==> config.mk <==
export PLATFORM = sky130hd
export DESIGN_NAME = findmax_ctrl_flat
export DESIGN_NICKNAME = d
export VERILOG_FILES = /design/src/rtl/findmax_pkg.sv /design/src/rtl/findmax_ctrl_if.sv /design/src/rtl/findmax_ctrl.sv /design/src/flat_wrapper.sv
export SDC_FILE = /design/constraint.sdc
export NUM_CORES = 1
export LEC_CHECK = 0
export CAP_MARGIN = 20
export CELL_PAD_IN_SITES_DETAIL_PLACEMENT = 1
export CELL_PAD_IN_SITES_GLOBAL_PLACEMENT = 1
export CORE_MARGIN = 1.5
export CORE_UTILIZATION = 33
export DETAILED_ROUTE_END_ITERATION = 8
export PLACE_DENSITY_LB_ADDON = 0.2
export SLEW_MARGIN = 20
export SYNTH_ARGS = -nofsm -noshare
export SYNTH_HDL_FRONTEND = slang
export SYNTH_SLANG_ARGS = --single-unit
==> constraint.sdc <==
create_clock -name clk -period 2.8 [get_ports clk]
set_input_delay 0.84 -clock clk [delete_from_list [all_inputs] [get_ports clk]]
set_output_delay 0.84 -clock clk [all_outputs]
set_load 0.005 [all_outputs]
==> src/rtl/findmax_pkg.sv <==
// rtl/findmax_pkg.sv - shared types and default widths for the findMax control stage
package findmax_pkg;
  localparam int WIDTH_DEF   = 8;
  localparam int COUNT_W_DEF = 8;

  typedef enum logic [1:0] {
    IDLE  = 2'd0,
    FIRST = 2'd1,
    SCAN  = 2'd2,
    DONE  = 2'd3
  } state_e;
endpackage

==> src/rtl/findmax_ctrl_if.sv <==
// rtl/findmax_ctrl_if.sv - valid/ready sample stream into the findMax control stage
interface findmax_ctrl_if
  import findmax_pkg::*;
#(
  parameter int WIDTH = WIDTH_DEF
);
  logic             in_valid;
  logic [WIDTH-1:0] in_data;
  logic             in_ready;

  modport master (output in_valid, output in_data, input in_ready);
  modport slave  (input in_valid, input in_data, output in_ready);
endinterface

==> src/rtl/findmax_ctrl.sv <==
// rtl/findmax_ctrl.sv - compare/control stage of findMax: scans a run of samples and
// drives the max register's load enable, tracking the first index of the maximum.
module findmax_ctrl
  import findmax_pkg::*;
#(
  parameter int WIDTH   = WIDTH_DEF,
  parameter int COUNT_W = COUNT_W_DEF
) (
  input  logic               clk,
  input  logic               rst,
  input  logic               start_i,
  input  logic [COUNT_W-1:0] len_i,
  findmax_ctrl_if.slave      in_if,
  input  logic [WIDTH-1:0]   reg_q_i,
  output logic [WIDTH-1:0]   reg_d_o,
  output logic               reg_en_o,
  output logic               busy_o,
  output logic               done_o,
  output logic               empty_o,
  output logic [WIDTH-1:0]   max_out_o,
  output logic [COUNT_W-1:0] max_idx_o
);
  state_e             state_q, state_d;
  logic [COUNT_W-1:0] cnt_q, cnt_d;
  logic [COUNT_W-1:0] len_q, len_d;
  logic [COUNT_W-1:0] max_idx_q, max_idx_d;
  logic               empty_q, empty_d;
  logic               in_ready;
  logic               hs;
  logic               new_max;

  assign in_ready = (state_q == FIRST) || (state_q == SCAN);
  assign hs       = in_if.in_valid && in_ready;
  assign new_max  = in_if.in_data > reg_q_i;

  always_ff @(posedge clk or posedge rst) begin
    if (rst) begin
      state_q   <= IDLE;
      cnt_q     <= '0;
      len_q     <= '0;
      max_idx_q <= '0;
      empty_q   <= 1'b0;
    end else begin
      state_q   <= state_d;
      cnt_q     <= cnt_d;
      len_q     <= len_d;
      max_idx_q <= max_idx_d;
      empty_q   <= empty_d;
    end
  end

  // cnt holds the index of the sample being offered; it stops at len-1 on the last one
  always_comb begin
    state_d   = state_q;
    cnt_d     = cnt_q;
    len_d     = len_q;
    max_idx_d = max_idx_q;
    empty_d   = empty_q;
    unique case (state_q)
      IDLE: begin
        if (start_i) begin
          if (len_i != '0) begin
            state_d   = FIRST;
            len_d     = len_i;
            cnt_d     = '0;
            max_idx_d = '0;
            empty_d   = 1'b0;
          end else begin
            state_d = DONE;
            empty_d = 1'b1;
          end
        end
      end
      FIRST: begin
        if (hs) begin
          max_idx_d = '0;
          cnt_d     = COUNT_W'(1);
          state_d   = (len_q == COUNT_W'(1)) ? DONE : SCAN;
        end
      end
      SCAN: begin
        if (hs) begin
          if (new_max) begin
            max_idx_d = cnt_q;
          end
          if (cnt_q == len_q - COUNT_W'(1)) begin
            state_d = DONE;
          end else begin
            cnt_d = cnt_q + COUNT_W'(1);
          end
        end
      end
      DONE: begin
        state_d = IDLE;
      end
      default: begin
        state_d = IDLE;
      end
    endcase
  end

  always_comb begin
    reg_en_o = 1'b0;
    busy_o   = 1'b0;
    done_o   = 1'b0;
    unique case (state_q)
      FIRST: begin
        busy_o   = 1'b1;
        reg_en_o = hs;
      end
      SCAN: begin
        busy_o   = 1'b1;
        reg_en_o = hs && new_max;
      end
      DONE: begin
        done_o = 1'b1;
      end
      default: begin
      end
    endcase
  end

  assign in_if.in_ready = in_ready;
  assign reg_d_o        = in_if.in_data;
  assign max_out_o      = reg_q_i;
  assign max_idx_o      = max_idx_q;
  assign empty_o        = empty_q;
endmodule
==> src/flat_wrapper.sv <==
// flat-port wrapper written by rule: the top's interface ports become plain ports
module findmax_ctrl_flat import findmax_pkg::*;
#(
  parameter int WIDTH   = WIDTH_DEF,
  parameter int COUNT_W = COUNT_W_DEF
)
  (clk, rst, start_i, len_i, reg_q_i, reg_d_o, reg_en_o, busy_o, done_o, empty_o, max_out_o, max_idx_o, in_if_in_valid, in_if_in_data, in_if_in_ready);
  findmax_ctrl_if #(.WIDTH(WIDTH)) in_if_i ();
  input  logic clk;
  input  logic rst;
  input  logic start_i;
  input  logic [COUNT_W-1:0] len_i;
  input  logic [WIDTH-1:0] reg_q_i;
  output logic [WIDTH-1:0] reg_d_o;
  output logic reg_en_o;
  output logic busy_o;
  output logic done_o;
  output logic empty_o;
  output logic [WIDTH-1:0] max_out_o;
  output logic [COUNT_W-1:0] max_idx_o;
  input wire logic [$bits(in_if_i.in_valid)-1:0] in_if_in_valid;
  input wire logic [$bits(in_if_i.in_data)-1:0] in_if_in_data;
  output wire logic [$bits(in_if_i.in_ready)-1:0] in_if_in_ready;
  assign in_if_i.in_valid = in_if_in_valid;
  assign in_if_i.in_data = in_if_in_data;
  assign in_if_in_ready = in_if_i.in_ready;
  findmax_ctrl #(.WIDTH(WIDTH), .COUNT_W(COUNT_W)) u_core (.clk(clk), .rst(rst), .start_i(start_i), .len_i(len_i), .in_if(in_if_i), .reg_q_i(reg_q_i), .reg_d_o(reg_d_o), .reg_en_o(reg_en_o), .busy_o(busy_o), .done_o(done_o), .empty_o(empty_o), .max_out_o(max_out_o), .max_idx_o(max_idx_o));
endmodule
* Word-level counts from Yosys, hierarchy flattened
Cells that the tools add are included.
** Cells by class
- Add/subtract/negate cells :: 2
- Multiply operators :: 0
- Div/mod/pow operators :: 0
- Magnitude comparators :: 1
- Equality and inequality tests :: 12
- Shifts and indexed selects :: 0
- Muxes and demuxes :: 21
- Bitwise gates (word level) :: 0
- Reduce and logical (&&, ||, !) cells :: 12
** Operators by type and width (count)
- 8-bit two-way mux :: 8
- 8-bit case mux with 3 select lines :: 2
- 6-bit AND reduction :: 2
- 2-bit two-way mux :: 5
- 8-bit by 1-bit adder with 8-bit output (second input constant) :: 1
- 8-bit by 1-bit equality test with 1-bit output (second input constant) :: 1
- 8-bit equality test :: 1
- 8-bit > comparator :: 1
- 2-bit by 1-bit != test with 1-bit output (second input constant) :: 4
- 2-bit case mux with 4 select lines :: 1
- 8-bit nonzero test :: 1
- 8-bit by 1-bit subtractor with 8-bit output (second input constant) :: 1
- 2-bit != test (second input constant) :: 3
- 2-bit equality test (second input constant) :: 2
- 1-bit two-way mux :: 4
- 4-bit AND reduction :: 1
- 3-bit AND reduction :: 1
- 3-bit nonzero test :: 1
- 2-bit by 1-bit equality test with 1-bit output (second input constant) :: 1
- 1-bit logical AND :: 2
- 2-bit zero test :: 1
- 1-bit case mux with 2 select lines :: 1
- 2-bit AND reduction :: 1
- 2-bit OR reduction :: 1
- 1-bit logical OR :: 1
** Word-level totals
- Register bits after elaboration :: 27
- Bits in latches :: 0
- RAM bits :: 0
- Memory bits (read-only) :: 0
- Input bits :: 28
- Output and inout bits :: 29
- Word-level logic and storage cells :: 53
- Memories :: 0

* Logic depth before layout (Yosys ltp)
Gate-level depths: netlist of run 1.
- Depth in word-level cells :: 5
- Gate-level depth with buffers :: 10
- Mapped depth without buffers :: 8

* Least setup slack after synthesis of run 1
Ideal clock, no wire load.
- Path kind :: input-to-output
- From :: input reg_q_i[5]
- To :: output reg_en_o
- Arrival :: 2.071 ns
- Data required time :: 1.960 ns
- Path slack :: -0.111 ns
- Stages :: 8
- Path buffers :: 0
- Cell sequence :: inv_1 > ha_1 > a21o_1 > a21o_1 > a21oi_1 > a32o_1 > nor2_1 > o211a_1
** On the way
- Longest elaborated chain between the ends :: 3
** Ends and longest elaborated chain
- start: declaration :: line flat_wrapper.sv:13 : input logic [WIDTH-1:0] reg_q_i;
- 8-bit > comparator :: line findmax_ctrl.sv:34 : assign new_max = in_if.in_data > reg_q_i;
- 1-bit logical AND :: line findmax_ctrl.sv:113 : reg_en_o = hs && new_max;
- 1-bit case mux with 2 select lines :: line findmax_ctrl.sv:106 : unique case (state_q)
- end: declaration :: line flat_wrapper.sv:15 : output logic reg_en_o;
No other way between the ends.

* Final worst setup path of run 1
- From :: input reg_q_i[4]
- To :: output reg_en_o
Same word-level chain as after synthesis.

==> results of run 1 <==
worst reg2reg max path: cells and delay by family, from the launching register on:
kind                       cells  cell delay, ns
buffers and inverters          1            0.09
AOI/OAI and AO/OA              5            1.42
adders and majority gates      1            0.32
DFF                            1            0.47
muxes                          1            0.21
layout make-up:
class | instances | area share
Clock buffer | 4 | 0.0151
Inverter | 16 | 0.0226
Multi-Input combinational cell | 180 | 0.471
Sequential cell | 27 | 0.226
Tap cell | 77 | 0.0323
Timing Repair Buffer | 78 | 0.233
metrics by stage:
step / utilization / power [mW] / setup WS, ns
2_1_floorplan: - / 1.44 / 0.00319
3_3_place_gp: 0.449 / 1.96 / -1.08
3_5_place_dp: 0.449 / 1.97 / -1.09
4_1_cts: 0.462 / 2.22 / -0.224
5_1_grt: 0.465 / 2.39 / -0.279
6_report: 0.465 / 2.19 / -0.191
path summary, 6_finish.rpt:
kind	slack [ns]	endpoint
worst max-delay path	-0.19	reg_en_o
worst min-delay path	0.49	u_core.max_idx_o[3]
worst max register to register	0.21	u_core.state_q[1]
worst min register to register	0.49	u_core.max_idx_o[3]
max in group asynchronous	1.60	u_core.len_q[1]
min in group asynchronous	0.93	u_core.max_idx_o[2]
timing repair:
| action | CTS | global route |
|---|---|---|
| gates resized for setup | 80 | 13 |
| gates cloned | 0 | 0 |
| setup buffers | 0 | 0 |
| pin swaps | 12 | 10 |
| endpoints found under the setup margin | 1 | 9 |
| hold endpoints to repair | 0 | 0 |
logic make-up after synthesis:
logic type               Yosys count  synth area share
AND/OR/NAND/NOR                   98             0.239
flip-flops                        27             0.305
AO/OA/AOI/OAI                     42             0.144
XOR/XNOR                           9            0.0356
buffers and inverters             45             0.111
multiplexers                      15            0.0757
adder cells (fa/ha/maj)           16            0.0904
synth_stat cells, drive strengths merged (7+ instances only):
cell type and number:
nor3 7, dfrtp 27, inv 16, mux2i 7, nand4 8, buf 23, mux2 8, ha 16
nand2 27, nand3 17, nor2 9
registers in the layout, indices dropped and copies added, names as in the netlist:
name,flops
u_core.cnt_q,8
u_core.empty_o,1
u_core.max_idx_o,8
u_core.state_q,2
u_core.len_q,8
power groups by stage:
stage / Clock (mW) / Combinational, mW / Sequential, mW
finish: 0.231 / 1.35 / 0.611
detailed placement: 0 / 1.35 / 0.621
floorplan: 0 / 0.845 / 0.591
CTS: 0.242 / 1.36 / 0.613
global placement: 0 / 1.34 / 0.618
global route: 0.257 / 1.51 / 0.628
metal layers:
metal / routed length [um] / vias to the layer above / global-route usage
met5: 0 / - / 0
met4: 40 / 0 / 0.0313
met3: 229 / 4 / 0.0204
met2: 2720 / 39 / 0.289
met1: 2770 / 967 / 0.236
li1: - / 995 / -
==> metrics.csv, run 1 <==
stage,metric,value,unit
floorplanning,IO Pins,57,
sta,final setup fails,1,
setup_path,worst-path maximum fanout,2,
setup_path,CP max-delay cell,a32o_2,
pwr,clock share of power,0.105,
sta,Slew headroom,0.484,
finish,final instance area,2990,sq um
cts,clk sinks,27,
finish,multi-input logic area,1410,sq um
drt,Routed Antenna Nets,0,
drt,DR WL/cell,15.1,um
setup_path,Buf/Inv on CP,3,
sta,final setup margin,-0.191,ns
setup_path,Crit path max-delay family,compound AO/OA/AOI/OAI gates,
sta,setup TNS,-0.191,ns
synthesis,synthesized instance count,252,
floorplanning,Die Footprint,7210,sq um
sta,Max Slew Vio Count,0,
sta,Fmax,334,MHz
cts,hold buffers post-CTS,0,
sta,Final min period,2.99,ns
synthesis,prevailing post-synth register cell,dfrtp_1,
sta,Min Hold Slack,0.494,ns
finish,Final nets,350,
setup_path,most frequent cell on the critical path,buf_2,
grt,initial antenna violation count,0,
drt,routed wire length,5750,um
synthesis,"FFs w/ async S/R, synth",1.00,
cts,CTS buffer count,3,
placed_design,GP Congestion,0.765,
setup_path,"slowest stage delay, CP",0.26,ns
pwr,Seq pwr share,0.279,
drt,vias per cell,5.25,
cts,H-tree Lvls,1,
setup_path,Critical Path RT,1.96,ns
finish,Final Non-Filler Cells,382,
sta,Tightest Pin Transition,0.772,ns
cts,CTS Buffer Depth,2,
grt,pin count of the biggest net entering global routing,28,
synthesis,Mean Syn Cell Area,8.79,sq um
finish,layout cells sized above 1,0.249,
setup_path,worst setup path start,reg_q_i[4],
setup_path,Critical Path Source Type,input port,
synthesis,sequential share of the synthesized area,0.305,
setup_path,WP depth,9,
finish,fillcell total,751,
grt,first-pass GRT wire length,10200,um
grt,GR Util All Layers,0.170,
cts,root buf cell,clkbuf_8,
setup_path,CP arrival,2.15,ns
hold_path,Worst Hold Launch,u_core.max_idx_o[3],
cts,Clock Pin Slew Worst Setup and Hold Paths,0.10,ns
placed_design,I/O Buffers,56,
pwr,leakage,1.33,nW
flow_run,number of max-cap violations,0,
synthesis,Syn. warnings,0,
drt,DR iter-0 viols,62,
synthesis,"FF+latch count, synth",27,
floorplanning,Rows,29,
setup_path,crit path cell chain,"buf_2, inv_2, ha_4, and4_4, o21ai_2, a32o_2, nor2_2, o211a_1, buf_2",
synthesis,post-synth net total,296,
floorplanning,Initial Utilization,0.345,
synthesis,"area leader, netlist",dfrtp_1,
finish,ant diodes,0,
finish,area grow syn2layout,34.9,%
sta,endpoints failing hold,0,
placed_design,Placed Instances,378,
pwr,peak supply drop,0.569,mV
finish,"commonest non-fill, non-tap cell in the layout",clkdlybuf4s50_1,
pwr,switch share,0.431,
setup_path,worst setup path class,in2out,
floorplanning,Die X,84.9,um
pwr,P_sw,0.944,mW
placed_design,Post-DP HPWL,4410,um
setup_path,Worst Reg-to-Reg Cells,8,
pwr,combinational power share,0.616,
hold_path,Worst Hold Class,reg2reg,
finish,most frequent cells in the layout,"39 x clkdlybuf4s50_1, 27 x nand2_1, 27 x dfrtp_1",
drt,vias post-DR,2005,
synthesis,Synth area leaders,"dfrtp_1 31%, ha_1 9.0%, buf_4 5.8%",
placed_design,placed cell areas,2880,sq um
floorplanning,die height,84.9,um
status,failing checks,"design-rule violations, negative setup slack",
drt,Pre-Repair DR Iteration Count,6,
sta,crit share post-route,1.07,
drt,drt drc,14,
pwr,Pint,1.25,mW
sta,unrepaired setup endpoints after global routing,true,
floorplanning,Core Box Area,6420,sq um
finish,FF/Latch Area,676,sq um
cts,Worst-Skew Late Latency,0.27,ns
synthesis,Synth cell types,54,
grt,grt ovf,0,
setup_path,CP Capture Type,output port,
pwr,PD cells,734,nW/um^2
status,run status,"finished, violations left",
cts,TritonCTS clock tree,yes,
synthesis,Yosys top cell area share,0.305,
synthesis,"EDFF count, synth",0,
hold_path,Hold Path Depth,1,
synthesis,Post-Syn Area,2210,sq um
setup_path,FF-to-FF Start,u_core.len_q[0],
sta,Setup Skew,0.00341,ns
grt,vias in the first global route,2118,
No activity file was read; power rests on OpenSTA's default activity.
==> run 2: changes to the inputs <==
CAP_MARGIN = unset   (was 20)
==> results of run 2 <==
No change in the layout: final DEF, timing and power equal those of run 1.
